--- src/rtl/serial_pkg.sv ---
// Shared definitions for the serial link: framing levels and the receiver/transmitter state set.
package serial_pkg;

    typedef enum logic [1:0] {
        IDLE,
        DATA,
        STOP,
        RECOVER
    } serial_state_e;

    localparam logic SERIAL_IDLE_LEVEL = 1'b1;
    localparam logic START_BIT         = 1'b0;
    localparam logic STOP_BIT          = 1'b1;

endpackage

--- src/rtl/deser_holding_reg.sv ---
// One-entry output register for recovered words: valid/ack handshake and overrun detection.
module deser_holding_reg #(
    parameter int WIDTH = 32
) (
    input  logic             clk,
    input  logic             reset,
    input  logic             load,
    input  logic [WIDTH-1:0] word,
    input  logic             data_ack,
    output logic [WIDTH-1:0] data_out,
    output logic             data_valid,
    output logic             overrun
);

    logic room;

    // A word consumed at the same edge frees the slot for the incoming one.
    assign room = !data_valid || data_ack;

    always_ff @(posedge clk or negedge reset) begin
        if (!reset) begin
            data_out   <= '0;
            data_valid <= 1'b0;
            overrun    <= 1'b0;
        end else begin
            overrun <= 1'b0;
            if (load) begin
                if (room) begin
                    data_out   <= word;
                    data_valid <= 1'b1;
                end else begin
                    overrun <= 1'b1;
                end
            end else if (data_valid && data_ack) begin
                data_valid <= 1'b0;
            end
        end
    end

endmodule

--- src/rtl/deserializer.sv ---
// Serial-to-parallel receiver: start bit, WIDTH payload bits, stop bit, one bit per clk.
module deserializer
    import serial_pkg::*;
#(
    parameter int WIDTH     = 32,
    parameter bit MSB_FIRST = 1'b0
) (
    input  logic             clk,
    input  logic             reset,
    input  logic             serial_data_in,
    output logic [WIDTH-1:0] data_out,
    output logic             data_valid,
    input  logic             data_ack,
    output logic             frame_error,
    output logic             overrun,
    output logic             busy
);

    localparam int CW = $clog2(WIDTH);

    serial_state_e    state;
    logic [WIDTH-1:0] shreg;
    logic [CW-1:0]    cnt;
    logic             load;

    assign load = (state == STOP) && (serial_data_in == STOP_BIT);

    always_ff @(posedge clk or negedge reset) begin
        if (!reset) begin
            state       <= IDLE;
            shreg       <= '0;
            cnt         <= '0;
            frame_error <= 1'b0;
            busy        <= 1'b0;
        end else begin
            frame_error <= 1'b0;
            case (state)
                IDLE: begin
                    if (serial_data_in == START_BIT) begin
                        state <= DATA;
                        cnt   <= '0;
                        busy  <= 1'b1;
                    end
                end
                DATA: begin
                    if (MSB_FIRST)
                        shreg <= {shreg[WIDTH-2:0], serial_data_in};
                    else
                        shreg <= {serial_data_in, shreg[WIDTH-1:1]};
                    if (cnt == CW'(WIDTH - 1))
                        state <= STOP;
                    else
                        cnt <= cnt + CW'(1);
                end
                STOP: begin
                    if (serial_data_in == STOP_BIT) begin
                        state <= IDLE;
                        busy  <= 1'b0;
                    end else begin
                        state       <= RECOVER;
                        frame_error <= 1'b1;
                    end
                end
                RECOVER: begin
                    // A line still low here is the tail of a broken frame, not a start bit.
                    if (serial_data_in == SERIAL_IDLE_LEVEL) begin
                        state <= IDLE;
                        busy  <= 1'b0;
                    end
                end
                default: begin
                    state <= IDLE;
                    busy  <= 1'b0;
                end
            endcase
        end
    end

    deser_holding_reg #(
        .WIDTH(WIDTH)
    ) u_hold (
        .clk       (clk),
        .reset     (reset),
        .load      (load),
        .word      (shreg),
        .data_ack  (data_ack),
        .data_out  (data_out),
        .data_valid(data_valid),
        .overrun   (overrun)
    );

endmodule
--- config.mk ---
export PLATFORM = sky130hd
export DESIGN_NAME = deserializer
export DESIGN_NICKNAME = d
export VERILOG_FILES = /design/src/rtl/serial_pkg.sv /design/src/rtl/deser_holding_reg.sv /design/src/rtl/deserializer.sv
export SDC_FILE = /design/constraint.sdc
export NUM_CORES = 1
export LEC_CHECK = 0
export BUFFER_PORTS_ARGS = -buffer_cell sky130_fd_sc_hd__buf_2
export CORE_UTILIZATION = 60
export CTS_CLUSTER_SIZE = 16
export DETAILED_ROUTE_END_ITERATION = 8
export HOLD_SLACK_MARGIN = 0.02
export PLACE_DENSITY = 0.84
export RECOVER_POWER = 25
export SLEW_MARGIN = 25
export SYNTH_ARGS = -nofsm -noshare
export SYNTH_HDL_FRONTEND = slang
export SYNTH_SLANG_ARGS = --single-unit
--- constraint.sdc ---
create_clock -name clk -period 5.5 [get_ports clk]
set_input_delay 1.1 -clock clk [delete_from_list [all_inputs] [get_ports clk]]
set_output_delay 1.1 -clock clk [all_outputs]
set_load 0.005 [all_outputs]
==> impl_results.rst <==
.. list-table::
   :header-rows: 1

   * - Metric
     - Value
   * - Status
     - finished, final reports clean
   * - Hold Worst Slack
     - 0.510 ns
   * - # port buffers
     - 39
   * - Reg-to-reg startpoint
     - cnt[0]
   * - Startpoint-to-endpoint class of the critical path
     - in -> reg
   * - Share of the synthesized netlist area taken by xor and xnor gates
     - 0
   * - Detailed-router iteration count before antenna repair
     - 4
   * - Post-synthesis sequential element count
     - 75
   * - Sequential fraction of the synthesis area
     - 0.599
   * - Cell leakage power
     - between 0.0015 and 0.002 uW
   * - Number of placement rows
     - 25
   * - Maximum level of the CTS H-tree
     - 3
   * - Crit-path cells
     - clkbuf_1 > nand3b_2 > nor2b_4 > buf_4 > mux2_2
   * - Synthesized-area fraction occupied by and/or/nand/nor cells
     - 0.0331
   * - Die boundary width
     - 74.3 um
   * - Residual DRC
     - 0
   * - CTS sink cnt
     - 75
   * - Count of vias placed by the detailed router
     - 1559
   * - Synth-to-Final Area Change
     - 13.3%
   * - Power density of the placed cells
     - between 500 and 600 nW/um^2
   * - Top cells by area, synth
     - sky130_fd_sc_hd__dfrtp_1, sky130_fd_sc_hd__mux2_4, sky130_fd_sc_hd__mux2_2
   * - HPWL after detailed placement
     - between 2 and 3 mm
   * - Required time at the endpoint of the critical path
     - 5.73 ns
   * - Worst-Skew Late Latency
     - 0.34 ns
   * - Reg clk slew, reported paths
     - 0.08 ns
   * - Number of nets in the layout
     - ~230
   * - Worst supply voltage drop on vdd
     - 0.342 mV
   * - # diodes
     - 0
   * - Setup crit start kind
     - input port
   * - Clock tree from TritonCTS
     - done
   * - Setup-failing EPs final
     - 0
   * - Final weighted congestion in routability-driven placement
     - 0.766
   * - Hold path startpoint
     - u_hold.data_out[10]
   * - Synthesized instance count
     - 183
   * - Clock buffers created by TritonCTS
     - 9
   * - Root buf cell
     - sky130_fd_sc_hd__clkbuf_8
   * - Total setup buffers inserted after CTS
     - 0
   * - Worst stage delay on the critical path
     - 0.48 ns
   * - Cts repair resizes
     - 0
   * - Core region area
     - 4880 sq um
   * - Multiplexer share of the synthesized area
     - 0.289
   * - Main combinational cell family by area after synthesis
     - multiplexers
   * - Relative slew slack
     - 0.373
   * - HP Class
     - reg -> reg
   * - Number of violations of the max-capacitance limit
     - 0
   * - Cell family contributing the most delay on the critical path
     - buffers and inverters
   * - Proportion of netlist area held by the largest area contributor
     - 0.599
   * - DIE AREA
     - 5510 sq um
   * - Max Fanout on Critical Path
     - 32
   * - Share of post-route cells with drive strength above 1
     - 0.535
   * - Initial antenna violation count
     - 0
   * - Count of hold buffers inserted by post-cts repair
     - 0
   * - Post-synthesis cell area
     - 3130 sq um
   * - CP max stage cell
     - sky130_fd_sc_hd__buf_4
   * - Number of synthesized flops with an enable pin
     - 0
   * - Async SR Flop Fraction
     - 1.00
   * - Number of endpoints with negative hold slack in the final report
     - 0
   * - Portion of the clock cycle consumed by the worst path in the final layout
     - 0.417
   * - Highest achievable clock rate
     - between 0.4 and 0.5 GHz
   * - Critical Path Start
     - serial_data_in
   * - Number of distinct library cell variants in the gate-level netlist after synthesis
     - 26
   * - WP buf/inv
     - 2
   * - Starting utilization of the core area
     - 0.642
   * - Vias per cell
     - 5.25
   * - Gr ovfl total
     - 0
   * - Average detailed-routed wire length per instance
     - 15.7 um
   * - Unrepaired setup endpoints after global routing
     - false
   * - Maximum number of buffers from clock root to sink
     - 2
   * - Final min period
     - about 2.3 ns
   * - Maximum number of pins on one net before global-route repair
     - between 70 and 80
   * - Total wirelength of the detailed-routed design
     - 4.66 mm
   * - Max-slew violations
     - 0
   * - Total nets after synthesis
     - 189
   * - Aggregate global-route resource usage
     - 0.193
   * - Most common cell in the netlist
     - sky130_fd_sc_hd__dfrtp_1
   * - Compound-gate portion of the synthesized area
     - 0.0276
   * - First DRT Iteration DRCs
     - 76
   * - Worst Path Arrival
     - 2.52 ns
   * - Most common library cells after synthesis
     - sky130_fd_sc_hd__dfrtp_1, sky130_fd_sc_hd__mux2_4, sky130_fd_sc_hd__mux2_2, sky130_fd_sc_hd__buf_6, sky130_fd_sc_hd__nor2_1
   * - Height of the die
     - 74.3 um
   * - Ports placed on the boundary
     - 40
   * - Detail Route Antenna Nets
     - 0
   * - Cell taking the most area after synthesis
     - sky130_fd_sc_hd__dfrtp_1
   * - Worst-case clock skew
     - 0.00741 ns
   * - Critical path capture point type
     - flop
   * - Final total negative setup slack
     - 0 ns
   * - Worst-margin pin slew
     - 0.940 ns
   * - Number of warnings printed during yosys synthesis
     - 0
   * - Wire length of the first global-routing pass
     - 7.62 mm
   * - Adder-cell area share of the yosys netlist
     - 0.00799
   * - Avg Cell Area, Syn
     - 17.1 sq um
   * - Vias in the first global route
     - 1548
   * - Main synth FF type
     - sky130_fd_sc_hd__dfrtp_1
## sequential cells by signal (all words and copies together), names as in the netlist
| register | cells |
|---|---|
| u_hold.overrun | 1 |
| frame_error | 1 |
| shreg | 32 |
| state | 2 |
| busy | 1 |
| u_hold.data_valid | 1 |
| u_hold.data_out | 32 |
| cnt | 5 |
## cell families (layout without fill, tap and decap cells)
family	after synthesis	count (layout)
and+or+nand+nor	18	18
muxes	66	66
AOI/OAI and AO/OA	11	11
adders and majority gates	2	2
buffers and inverters	11	58
DFF	75	75
## cell type report
type | count | area, sq um
inverters | 2 | 7.51
well taps | 67 | 83.8
repair buffers | 40 | 204
clock buffers | 9 | 124
multi-input cells | 97 | 1130
flip-flops and latches | 75 | 1880
fillers | 334 | 1330
clock inverters | 7 | 124
## path summary, 6_finish.rpt
check	to	slack, ns	cells after the start
max reg2reg	cnt[3]	3.57	6
min reg2reg	u_hold.data_out[10]	0.51	1
max	u_hold.data_out[23]	3.21	5
min	u_hold.data_out[10]	0.51	1
max in group asynchronous	cnt[4]	4.04	1
min in group asynchronous	shreg[4]	0.88	1
## cell usage in the layout, fill, tap and decap left out, types with 2 or more instances in the layout
master,n
sky130_fd_sc_hd__mux2_2,20
sky130_fd_sc_hd__inv_6,2
sky130_fd_sc_hd__dfrtp_1,75
sky130_fd_sc_hd__clkbuf_8,9
sky130_fd_sc_hd__buf_2,37
sky130_fd_sc_hd__buf_4,2
sky130_fd_sc_hd__nand2_1,2
sky130_fd_sc_hd__o2bb2ai_1,4
sky130_fd_sc_hd__nor3_1,2
sky130_fd_sc_hd__inv_1,2
sky130_fd_sc_hd__mux2_4,44
sky130_fd_sc_hd__mux2i_1,2
sky130_fd_sc_hd__ha_1,2
sky130_fd_sc_hd__bufinv_16,3
sky130_fd_sc_hd__nor2_1,5
sky130_fd_sc_hd__a22oi_1,2
## metal layers
| layer | GRT usage | up-vias | share of wire |
|---|---|---|---|
| met5 | 0 | - | 0 |
| met4 | 0.107 | 0 | 0.016 |
| met3 | 0.0596 | 7 | 0.035 |
| met2 | 0.277 | 27 | 0.47 |
| met1 | 0.265 | 797 | 0.48 |
| li1 | - | 728 | - |
## report_power, final
part	total (uW)	internal (uW)	switching (uW)
Clock	515	305	210
Combinational	413	273	140
Sequential	851	718	133
## metrics by stage
stage	std cells	total power, uW	setup slack, ns	util	instance area [sq um]
global route	297	1880	3.11	0.727	3550
global placement	281	1250	2.99	0.677	3300
finish	297	1780	3.21	0.727	3550
detailed placement	281	1280	2.96	0.677	3300
floorplan	183	1190	3.43	-	3130
CTS	297	1800	3.33	0.727	3550
Note: power is estimated with default switching activity, not from simulation.
